`src/rtl/gsensor_pkg.sv`:
```
// Shared definitions for the emulated accelerometer SPI register interface:
// register map, command bit positions, responder states and data-register helpers.
package gsensor_pkg;

    localparam logic [5:0] ADDR_DEVID       = 6'h00;
    localparam logic [5:0] ADDR_BW_RATE     = 6'h2C;
    localparam logic [5:0] ADDR_POWER_CTL   = 6'h2D;
    localparam logic [5:0] ADDR_INT_ENABLE  = 6'h2E;
    localparam logic [5:0] ADDR_DATA_FORMAT = 6'h31;
    localparam logic [5:0] ADDR_DATAX0      = 6'h32;
    localparam logic [5:0] ADDR_DATAZ1      = 6'h37;

    localparam int CMD_RW_BIT     = 7;
    localparam int CMD_MB_BIT     = 6;
    localparam int INT_DRDY_BIT   = 7;

    typedef enum logic [1:0] {
        IDLE  = 2'd0,
        CMD   = 2'd1,
        RDATA = 2'd2,
        WDATA = 2'd3
    } spi_resp_state_t;

    typedef struct packed {
        logic [15:0] x;
        logic [15:0] y;
        logic [15:0] z;
    } sample_t;

    function automatic logic is_data_addr(input logic [5:0] addr);
        return (addr >= ADDR_DATAX0) && (addr <= ADDR_DATAZ1);
    endfunction

    // Little-endian byte view of the sample: DATAX0 = x[7:0], DATAX1 = x[15:8], ...
    function automatic logic [7:0] sample_byte(input sample_t s, input logic [5:0] addr);
        case (addr)
            ADDR_DATAX0:         return s.x[7:0];
            ADDR_DATAX0 + 6'd1:  return s.x[15:8];
            ADDR_DATAX0 + 6'd2:  return s.y[7:0];
            ADDR_DATAX0 + 6'd3:  return s.y[15:8];
            ADDR_DATAX0 + 6'd4:  return s.z[7:0];
            ADDR_DATAX0 + 6'd5:  return s.z[15:8];
            default:             return 8'h00;
        endcase
    endfunction

endpackage

```
`src/rtl/spi_edge_sync.sv`:
```
// Synchronizes asynchronous SPI pins into the clk domain and flags csn/sclk edges
// as single-cycle pulses; sdi is delivered through the same synchronizer depth.
module spi_edge_sync #(
    parameter int SYNC_STAGES = 2
) (
    input  logic clk,
    input  logic reset_n,
    input  logic csn_i,
    input  logic sclk_i,
    input  logic sdi_i,
    output logic sdi_o,
    output logic csn_fall_o,
    output logic csn_rise_o,
    output logic sclk_rise_o,
    output logic sclk_fall_o
);

    logic [SYNC_STAGES-1:0] csn_sync_q;
    logic [SYNC_STAGES-1:0] sclk_sync_q;
    logic [SYNC_STAGES-1:0] sdi_sync_q;
    logic                   csn_prev_q;
    logic                   sclk_prev_q;

    // Idle bus levels (csn high, sclk high for CPOL=1) so leaving reset raises no edge.
    always_ff @(posedge clk) begin
        if (!reset_n) begin
            csn_sync_q  <= '1;
            sclk_sync_q <= '1;
            sdi_sync_q  <= '0;
            csn_prev_q  <= 1'b1;
            sclk_prev_q <= 1'b1;
        end else begin
            csn_sync_q  <= {csn_sync_q[SYNC_STAGES-2:0], csn_i};
            sclk_sync_q <= {sclk_sync_q[SYNC_STAGES-2:0], sclk_i};
            sdi_sync_q  <= {sdi_sync_q[SYNC_STAGES-2:0], sdi_i};
            csn_prev_q  <= csn_sync_q[SYNC_STAGES-1];
            sclk_prev_q <= sclk_sync_q[SYNC_STAGES-1];
        end
    end

    assign sdi_o       = sdi_sync_q[SYNC_STAGES-1];
    assign csn_fall_o  =  csn_prev_q  & ~csn_sync_q[SYNC_STAGES-1];
    assign csn_rise_o  = ~csn_prev_q  &  csn_sync_q[SYNC_STAGES-1];
    assign sclk_rise_o = ~sclk_prev_q &  sclk_sync_q[SYNC_STAGES-1];
    assign sclk_fall_o =  sclk_prev_q & ~sclk_sync_q[SYNC_STAGES-1];

endmodule

```
`src/rtl/gsensor_spi_responder.sv`:
```
// SPI mode-3 responder emulating the accelerometer register file, so the spi_control
// master can run without a physical sensor; samples come in through sample_x/y/z.
module gsensor_spi_responder
    import gsensor_pkg::*;
#(
    parameter logic [7:0] DEVID_VALUE = 8'hE5,
    parameter int         SYNC_STAGES = 2,
    parameter logic [7:0] BW_RATE_RST = 8'h0A
) (
    input  logic        clk,
    input  logic        reset_n,
    input  logic        sample_valid,
    input  logic [15:0] sample_x,
    input  logic [15:0] sample_y,
    input  logic [15:0] sample_z,
    input  logic        spi_csn,
    input  logic        spi_sclk,
    input  logic        spi_sdi,
    output logic        spi_sdo,
    output logic        spi_sdo_oe,
    output logic        int1
);

    logic sdi_s, csn_fall, csn_rise, sclk_rise, sclk_fall;

    spi_edge_sync #(
        .SYNC_STAGES (SYNC_STAGES)
    ) u_edge_sync (
        .clk         (clk),
        .reset_n     (reset_n),
        .csn_i       (spi_csn),
        .sclk_i      (spi_sclk),
        .sdi_i       (spi_sdi),
        .sdi_o       (sdi_s),
        .csn_fall_o  (csn_fall),
        .csn_rise_o  (csn_rise),
        .sclk_rise_o (sclk_rise),
        .sclk_fall_o (sclk_fall)
    );

    spi_resp_state_t state_q, state_d;
    logic [2:0]      bit_cnt_q, bit_cnt_d;
    logic [5:0]      addr_q, addr_d;
    logic            mb_q, mb_d;
    logic [6:0]      shift_q, shift_d;
    logic [7:0]      tx_q, tx_d;
    logic            sdo_q, sdo_d;
    logic            sdo_oe_q, sdo_oe_d;
    logic [7:0]      regfile_q [64];
    logic [7:0]      regfile_d [64];
    sample_t         shadow_q, shadow_d;
    sample_t         pending_q, pending_d;
    logic            pend_new_q, pend_new_d;
    logic            data_ready_q, data_ready_d;
    logic            data_read_q, data_read_d;

    logic [7:0] rx_byte;
    logic [5:0] cmd_addr;
    logic [5:0] next_addr;
    logic [7:0] cmd_rd_byte;
    logic [7:0] next_rd_byte;
    logic       ready_set;
    logic       ready_clr;

    assign rx_byte      = {shift_q, sdi_s};
    assign cmd_addr     = rx_byte[5:0];
    assign next_addr    = mb_q ? addr_q + 6'd1 : addr_q;
    assign cmd_rd_byte  = is_data_addr(cmd_addr)  ? sample_byte(shadow_q, cmd_addr)
                                                  : regfile_q[cmd_addr];
    assign next_rd_byte = is_data_addr(next_addr) ? sample_byte(shadow_q, next_addr)
                                                  : regfile_q[next_addr];

    always_comb begin
        // NOTE: every variable gets a default before any branch, so no latch can be inferred.
        state_d      = state_q;
        bit_cnt_d    = bit_cnt_q;
        addr_d       = addr_q;
        mb_d         = mb_q;
        shift_d      = shift_q;
        tx_d         = tx_q;
        sdo_d        = sdo_q;
        sdo_oe_d     = sdo_oe_q;
        regfile_d    = regfile_q;
        shadow_d     = shadow_q;
        pending_d    = pending_q;
        pend_new_d   = pend_new_q;
        data_read_d  = data_read_q;
        ready_set    = 1'b0;
        ready_clr    = 1'b0;

        // Shadow only changes between transactions, keeping multi-byte reads coherent.
        if (sample_valid) begin
            pending_d  = {sample_x, sample_y, sample_z};
            pend_new_d = 1'b1;
        end
        if (sample_valid && state_q == IDLE) begin
            shadow_d   = {sample_x, sample_y, sample_z};
            pend_new_d = 1'b0;
            ready_set  = 1'b1;
        end else if (csn_fall && state_q == IDLE && pend_new_q) begin
            shadow_d   = pending_q;
            pend_new_d = 1'b0;
            ready_set  = 1'b1;
        end

        if (csn_rise) begin
            ready_clr   = (state_q != IDLE) && data_read_q;
            state_d     = IDLE;
            bit_cnt_d   = 3'd0;
            addr_d      = 6'd0;
            mb_d        = 1'b0;
            shift_d     = 7'd0;
            tx_d        = 8'd0;
            sdo_d       = 1'b0;
            sdo_oe_d    = 1'b0;
            data_read_d = 1'b0;
        end else begin
            case (state_q)
                IDLE: begin
                    if (csn_fall) begin
                        state_d   = CMD;
                        bit_cnt_d = 3'd0;
                        shift_d   = 7'd0;
                    end
                end
                CMD: begin
                    if (sclk_rise) begin
                        bit_cnt_d = bit_cnt_q + 3'd1;
                        shift_d   = rx_byte[6:0];
                        if (bit_cnt_q == 3'd7) begin
                            addr_d = cmd_addr;
                            mb_d   = rx_byte[CMD_MB_BIT];
                            if (rx_byte[CMD_RW_BIT]) begin
                                state_d = RDATA;
                                tx_d    = cmd_rd_byte;
                            end else begin
                                state_d = WDATA;
                            end
                        end
                    end
                end
                RDATA: begin
                    if (sclk_fall) begin
                        sdo_d    = tx_q[7];
                        tx_d     = {tx_q[6:0], 1'b0};
                        sdo_oe_d = 1'b1;
                    end
                    if (sclk_rise) begin
                        bit_cnt_d = bit_cnt_q + 3'd1;
                        if (bit_cnt_q == 3'd7) begin
                            if (is_data_addr(addr_q)) begin
                                data_read_d = 1'b1;
                            end
                            addr_d = next_addr;
                            tx_d   = next_rd_byte;
                        end
                    end
                end
                WDATA: begin
                    if (sclk_rise) begin
                        bit_cnt_d = bit_cnt_q + 3'd1;
                        shift_d   = rx_byte[6:0];
                        if (bit_cnt_q == 3'd7) begin
                            if (addr_q != ADDR_DEVID && !is_data_addr(addr_q)) begin
                                regfile_d[addr_q] = rx_byte;
                            end
                            addr_d = next_addr;
                        end
                    end
                end
                default: state_d = IDLE;
            endcase
        end

        data_ready_d = ready_set | (data_ready_q & ~ready_clr);
    end

    always_ff @(posedge clk) begin
        if (!reset_n) begin
            state_q      <= IDLE;
            bit_cnt_q    <= 3'd0;
            addr_q       <= 6'd0;
            mb_q         <= 1'b0;
            shift_q      <= 7'd0;
            tx_q         <= 8'd0;
            sdo_q        <= 1'b0;
            sdo_oe_q     <= 1'b0;
            shadow_q     <= '0;
            pending_q    <= '0;
            pend_new_q   <= 1'b0;
            data_ready_q <= 1'b0;
            data_read_q  <= 1'b0;
            // NOTE: the register file is reset because its power-on contents are architecturally visible.
            for (int i = 0; i < 64; i++) begin
                regfile_q[i] <= 8'h00;
            end
            regfile_q[ADDR_DEVID]   <= DEVID_VALUE;
            regfile_q[ADDR_BW_RATE] <= BW_RATE_RST;
        end else begin
            state_q      <= state_d;
            bit_cnt_q    <= bit_cnt_d;
            addr_q       <= addr_d;
            mb_q         <= mb_d;
            shift_q      <= shift_d;
            tx_q         <= tx_d;
            sdo_q        <= sdo_d;
            sdo_oe_q     <= sdo_oe_d;
            shadow_q     <= shadow_d;
            pending_q    <= pending_d;
            pend_new_q   <= pend_new_d;
            data_ready_q <= data_ready_d;
            data_read_q  <= data_read_d;
            regfile_q    <= regfile_d;
        end
    end

    assign spi_sdo    = sdo_q;
    assign spi_sdo_oe = sdo_oe_q;
    assign int1       = data_ready_q & regfile_q[ADDR_INT_ENABLE][INT_DRDY_BIT];

endmodule
```
`config.mk`:
```
export PLATFORM = sky130hd
export DESIGN_NAME = gsensor_spi_responder
export DESIGN_NICKNAME = d
export VERILOG_FILES = /design/src/rtl/gsensor_pkg.sv /design/src/rtl/spi_edge_sync.sv /design/src/rtl/gsensor_spi_responder.sv
export SDC_FILE = /design/constraint.sdc
export NUM_CORES = 2
export LEC_CHECK = 0
export CAP_MARGIN = 30
export CORE_ASPECT_RATIO = 0.9
export CORE_MARGIN = 8
export CORE_UTILIZATION = 30
export DETAILED_ROUTE_END_ITERATION = 10
export HOLD_SLACK_MARGIN = 0.12
export PLACE_DENSITY = 0.49
export SYNTH_ARGS = -nofsm -noshare
export SYNTH_HDL_FRONTEND = slang
export SYNTH_HIERARCHICAL = 1
export SYNTH_SLANG_ARGS = --single-unit
```
`constraint.sdc`:
```
create_clock -name clk -period 4.6 [get_ports clk]
set_clock_uncertainty 0.2 [all_clocks]
set_input_delay 0.46 -clock clk [delete_from_list [all_inputs] [get_ports clk]]
set_output_delay 0.46 -clock clk [all_outputs]
set_load 0.005 [all_outputs]
```
# [Yosys cells after proc, flatten, opt, wreduce, memory -nomap -nowiden]
# Cells that the tools add are included.
[word_totals] elab_cells=213 ff_bits=648
[op_classes] bitwise=17 addsub=2 n_lt_le_gt_ge=10 mux=42 eq_ne=24 reduce_logical=32
[op_table] cell="512-bit bitwise mux" count=1
[op_table] cell="8-bit two-way mux" count=13
[op_table] cell="8-bit binary-select mux with 6-bit select" count=2
[op_table] cell="48-bit two-way mux" count=2
[op_table] cell="8-bit case mux with 6 select lines" count=2
[op_table] cell="6-bit equality test (second input constant)" count=12
[op_table] cell="8-bit demux with 6-bit select" count=1
[op_table] cell="6-bit two-way mux" count=5
[op_table] cell="7-bit greater-or-equal comparator (second input constant)" count=3
[op_table] cell="6-bit inverter with 7-bit output" count=3
[op_table] cell="6-bit greater-or-equal comparator (second input constant)" count=3
[op_table] cell="6-bit <= comparator (second input constant)" count=3
[op_table] cell="8-bit case mux with 2 select lines" count=1
[op_table] cell="7-bit two-way mux" count=2
[op_table] cell="7-bit case mux with 2 select lines" count=1
[op_table] cell="6-bit case mux with 2 select lines" count=1
[op_table] cell="4-bit AND reduction" count=3
[op_table] cell="2-bit nonzero test" count=6
[op_table] cell="5-bit AND reduction" count=2
[op_table] cell="1-bit logical AND" count=9
[op_table] cell="2-bit by 1-bit inequality test with 1-bit output (second input constant)" count=4
[op_table] cell="2-bit inequality test (second input constant)" count=4
[op_table] cell="7-bit by 1-bit less-than comparator with 1-bit output (second input constant)" count=1
[op_table] cell="1-bit inverter" count=7
[op_table] cell="19 further kinds" count=36

# [Depth between registers and ports, before layout]
[logic_depth] ltp_word=10 depth_mapped=17

# [Cells and area by module]
# The synthesis kept the hierarchy.
[by_module_without_submodules] module="gsensor_spi_responder" area_each_um2=34698.3 seq_area_each_um2=12692.2 cells_per_inst=3544 instances=1
[by_module_without_submodules] module="spi_edge_sync" area_each_um2=235.2 seq_area_each_um2=160.2 cells_per_inst=20 instances=1

# [Worst setup path before layout]
# Ideal clock, no wire load.
[synth_path] path_kind="reg-to-reg" from="reg addr_q[0]" to="reg tx_q[4]" t_required_ps=4286 path_stages_with_launch=16 path_buffers=5 synth_period_minus_slack_ps=3558 setup_time_ps=114 slack_ps=1042 t_arrival_ps=3244 cell_sequence="dfxtp_1 > buf_6 > buf_4 > clkinv_1 > clkbuf_1 > ha_1 > buf_2 > clkbuf_1 > mux2_2 > a222oi_1 > mux2i_1 > o22ai_1 > nor2_1 > a211oi_1 > nand4_1 > a21o_1"
[synth_via] elab_chain_len=10
[synth_rtl] element="start: declaration" line="gsensor_spi_responder.sv:43" rtl="logic [5:0] addr_q, addr_d;"
[synth_rtl] element="start signal: assignment" line="gsensor_spi_responder.sv:202" rtl="addr_q <= addr_d;"
[synth_rtl] element="6-bit by 1-bit adder with 6-bit output" line="gsensor_spi_responder.sv:67" rtl="assign next_addr = mb_q ? addr_q + 6'd1 : addr_q;"
[synth_rtl] element="6-bit two-way mux *" line="gsensor_spi_responder.sv:67"
[synth_rtl] element="6-bit inverter with 7-bit output (not written as such)" line="gsensor_spi_responder.sv:71" rtl=": regfile_q[next_addr];"
[synth_rtl] element="8-bit binary-select mux with 6-bit select" line="gsensor_spi_responder.sv:71"
[synth_rtl] element="8-bit two-way mux (not written as such) (2 in series)" line="gsensor_spi_responder.sv:71"
[synth_rtl] element="8-bit two-way mux *" line="gsensor_spi_responder.sv:70" rtl="assign next_rd_byte = is_data_addr(next_addr) ? sample_byte(shadow_q, next_addr)"
[synth_rtl] element="8-bit two-way mux *" line="gsensor_spi_responder.sv:150" rtl="if (bit_cnt_q == 3'd7) begin"
[synth_rtl] element="8-bit two-way mux *" line="gsensor_spi_responder.sv:148" rtl="if (sclk_rise) begin"
[synth_rtl] element="8-bit case mux with 2 select lines *" line="gsensor_spi_responder.sv:118" rtl="case (state_q)"
[synth_rtl] element="end signal: assignment" line="gsensor_spi_responder.sv:205" rtl="tx_q <= tx_d;"
[synth_rtl] element="end: declaration" line="gsensor_spi_responder.sv:46" rtl="logic [7:0] tx_q, tx_d;"
# Every way passes the cells marked *; elsewhere a longest branch is shown, timed or not. The select of a mux whose other input is x is not followed.
# A chain may end at the register's enable or synchronous reset.

# [Worst setup path after layout]
[layout_path] from="reg addr_q[1]" to="reg tx_q[1]"
# The elaborated chain is that of the path after synthesis.

==> metrics.md <==
| Metric | Value |
|---|---|
| Synth top area cells | `dfxtp_1, mux2i_1, mux4_2` |
| Syn Nets | `3623` |
| Tot GR Track Use | `approximately 21%` |
| Failing checks | `negative setup slack` |
| CTS Hold Buffers Added | `2` |
| Syn Inst Count | `approximately 3600` |
| Maximum VDD drop | `0.2528 mV` |
| Worst-path clk slew | `0.07 ns` |
| WL/cell | `26.75 um` |
| Synth top area share | `36.79%` |
| CTS root buf | `clkbuf_16` |
| CP Cell Sequence | `buf_4 -> ha_1 -> nand4_1 -> xor2_1 -> buf_4 -> a21o_2 -> nor2_1 -> a222oi_1 -> nand4_1 -> a211o_1` |
| DRC Markers | `0` |
| Final net count | `3575` |
| WP data required | `a little under 5 ns` |
| Post-synthesis sequential area ratio | `36.79%` |
| Final Hold Slack | `0.2031 ns` |
| RD Place Congestion | `roughly 0.97` |
| Max-cap violations | `0` |
| Remaining Overflow, GRT | `0` |
| Core ar. | `between 0.1 and 0.15 mm^2` |
| Clock latency on the worst-skew pair | `0.65 ns` |
| Power Dens Cells | `315.4 mW/mm^2` |
| Largest net degree at the start of global routing | `236` |
| Antenna violations before repair | `4` |
| Layout cells sized above 1 | `roughly 16%` |
| Synth Cell Area | `0.03493 mm^2` |
| Pre-antenna DRT Iters | `6` |
| Number of synthesized flops with an enable pin | `0` |
| Post-CTS sizing | `0` |
| Routed vias/inst | `5.609` |
| Async set-reset flop share out of synthesis | `0%` |
| Final min period | `between 4 and 5 ns` |
| Fin crit share | `100.0%` |
| Post-CTS Setup Inserts | `0` |
| Crit Path Class | `reg -> reg` |
| Setup crit end kind | `flop` |
| I/O pin count | `57` |
| CTS max path bufs | `3` |
| Die Span Y | `339.7 um` |
| Cts bufs inserted | `76` |
| Post-Syn Area per Cell | `9.802 um^2` |
| Top fanout value on the critical path | `20` |
| Leak | `about 14 nW` |
| First-pass GRT wire length | `around 200000 um` |
| Status | `finished, violations left` |
| Cell Area, Placed | `0.03731 mm^2` |
| Post-synth top area cell | `dfxtp_1` |
| Ys Warns | `6` |
| Rows | `118` |
| DR vias | `28814` |
| Initial DRC count | `3150` |
| Sink Count | `642` |
| Count of pins over their slew limit | `0` |
| Initial Util | `a little under a third` |
| Startpoint types | `flop` |
| #FFs+latches synth | `642` |
| Slew at the pin closest to its max-slew limit | `1.191 ns` |
| Layout area overhead | `14.28%` |
| Routed Antenna Nets | `0` |
| H-tree levels | `3` |
| CP max-delay cell | `a222oi_1` |
| Die ar. | `0.1276 mm^2` |
| IO Port Bufs | `56` |
| PnR worst setup slack | `-0.001397 ns` |
| Top FF cell, synth | `dfxtp_1` |
| Largest stage delay on the critical path | `0.74 ns` |
| CTS tree | `built` |
| Hpwl dp | `92710 um` |
| Max Clk Rate | `217.3 MHz` |
| Final setup fails | `1` |
| Horiz. Die Dim | `375.7 um` |
| Total wire length | `137400 um` |
| Hold WC Path Type | `in -> reg` |
| RSZ-0062 raised after global routing | `false` |
| Fin. Hold Viols | `0` |
| Synth cell types | `93` |
| Design area | `~0.040 mm^2` |
| Critical Path AT | `a little under 5 ns` |
| # fillers | `11636` |
| Number of global-route vias before repair | `27624` |
| Worst slew margin | `20.58%` |
==> critical path, delay by kind of cell, from the launching register on <==
kind | cells | cell delay (ns)
and+or+nand+nor | 3 | 0.86
adders and majority gates | 1 | 0.31
AOI/OAI and AO/OA | 3 | 1.44
DFF | 1 | 0.34
xor gates and xnor gates | 1 | 0.66
buffers and inverters | 2 | 0.65
==> metal layers <==
metal	part of all wire (%)	wire length, um	global-route usage [%]	vias up
li1	-	-	-	12890
met1	47	64250	30.42	14516
met2	42	57990	30.22	1155
met3	7.5	10280	3.896	249
met4	3.6	4886	7.162	4
met5	0.024	33	0	-
==> cells in the mapped netlist (5+ instances only) <==
master / instances
nand4_1: 8
a222oi_1: 11
buf_6: 21
a21oi_1: 98
a311oi_1: 5
nor3_1: 38
ha_1: 5
nand2b_1: 15
a21boi_1: 21
inv_1: 8
nor2_2: 9
o211a_1: 48
o21ai_0: 207
a221o_1: 16
nor2_4: 9
a31oi_1: 10
o2111ai_1: 5
and2_1: 50
o221ai_1: 5
dfxtp_1: 642
nand2_1: 415
nand2_2: 18
o22ai_1: 14
a32oi_1: 8
clkbuf_1: 185
a211oi_1: 14
buf_2: 61
mux2_2: 26
o211ai_1: 8
mux4_2: 193
nand3_1: 98
and3_1: 6
a22o_1: 16
a221oi_1: 48
nor4_1: 12
nor2b_1: 341
a22oi_1: 30
buf_1: 37
mux2i_1: 437
a21boi_0: 166
nor2_1: 80
buf_4: 31
==> cell usage in the layout (no fill, tap or decap), types with 8 or more instances in the layout <==
master           count
dfxtp_1            632
mux2i_1            437
nand2_1            414
nor2b_1            341
o21ai_0            207
mux4_2             193
a21boi_0           166
buf_4              137
a21oi_1             98
nand3_1             97
nor2_1              78
clkbuf_16           78
clkdlybuf4s50_1     54
and2_1              49
o211a_1             48
a221oi_1            48
nor3_1              35
a22oi_1             30
mux2_2              26
a21boi_1            21
clkbuf_1            20
nand2_2             19
buf_12              18
a221o_1             16
nand2b_1            15
a22o_1              15
o22ai_1             14
a211oi_1            14
nor4_1              12
clkbuf_8            12
clkinv_2            12
nor2_2              11
a222oi_1            11
a31oi_1             10
nor2_4               9
bufinv_16            9
inv_1                8
nand4_1              8
o211ai_1             8
a32oi_1              8
==> worst paths after layout <==
| check | end | startpoint | slack [ns] | cells past startpoint |
|---|---|---|---|---|
| min | u_edge_sync/sclk_sync_q[0] | spi_sclk | 0.20 | 2 |
| max reg2reg | tx_q[1] | addr_q[1] | -0.001 | 10 |
| max | tx_q[1] | addr_q[1] | -0.001 | 10 |
| min reg2reg | u_edge_sync/sclk_sync_q[1] | u_edge_sync/sclk_sync_q[0] | 0.21 | 1 |
==> kinds of logic after synthesis <==
logic type / count (synthesis) / share of synthesized area [%]
compound gates: 772 / 15.35
xor+xnor: 10 / 0.4012
fa+ha+maj: 5 / 0.1791
buf+inv: 349 / 4.842
flops: 642 / 36.79
mux: 657 / 25.87
simple gates: 1129 / 16.57
==> where the power goes <==
group	switching (W)	internal (W)
combinational	0.000253	0.000253
sequential	0.0000746	0.00562
clock	0.00256	0.00382
total	0.00289	0.00970
==> cell type report <==
cell class | instances | area, um^2 | share of cell area, %
Multi-Input combinational cell | 2573 | 20490 | 51.32
Timing Repair Buffer | 214 | 1981 | 4.961
Tap cell | 1560 | 1952 | 4.889
Sequential cell | 642 | 12880 | 32.26
Clock buffer | 110 | 2192 | 5.491
Antenna cell | 2 | 5.005 | 0.01254
Clock inverter | 27 | 389.1 | 0.9747
Inverter | 9 | 33.78 | 0.08462
==> metrics by stage <==
step           setup WS [ns]  instances  utilization, %  power [W]  setup TNS (ns)
2_1_floorplan          1.042       3564               -   0.006143               0
3_3_place_gp          0.1415       4994           32.34   0.006326               0
3_5_place_dp          0.1912       4995           32.35   0.006327               0
4_1_cts               0.1361       5134           34.61    0.01272               0
5_1_grt              0.03482       5135           34.62    0.01299               0
6_report           -0.001397       5137           34.62    0.01259       -0.001397
==> sequential cells by signal, summed over array words and instances (netlist names), 3 cells and up <==
name / flops
addr_q: 6
bit_cnt_q: 3
pending_q: 48
regfile_q: 506
shadow_q: 48
shift_q: 7
tx_q: 8
Power figures use the tool's default switching activity.
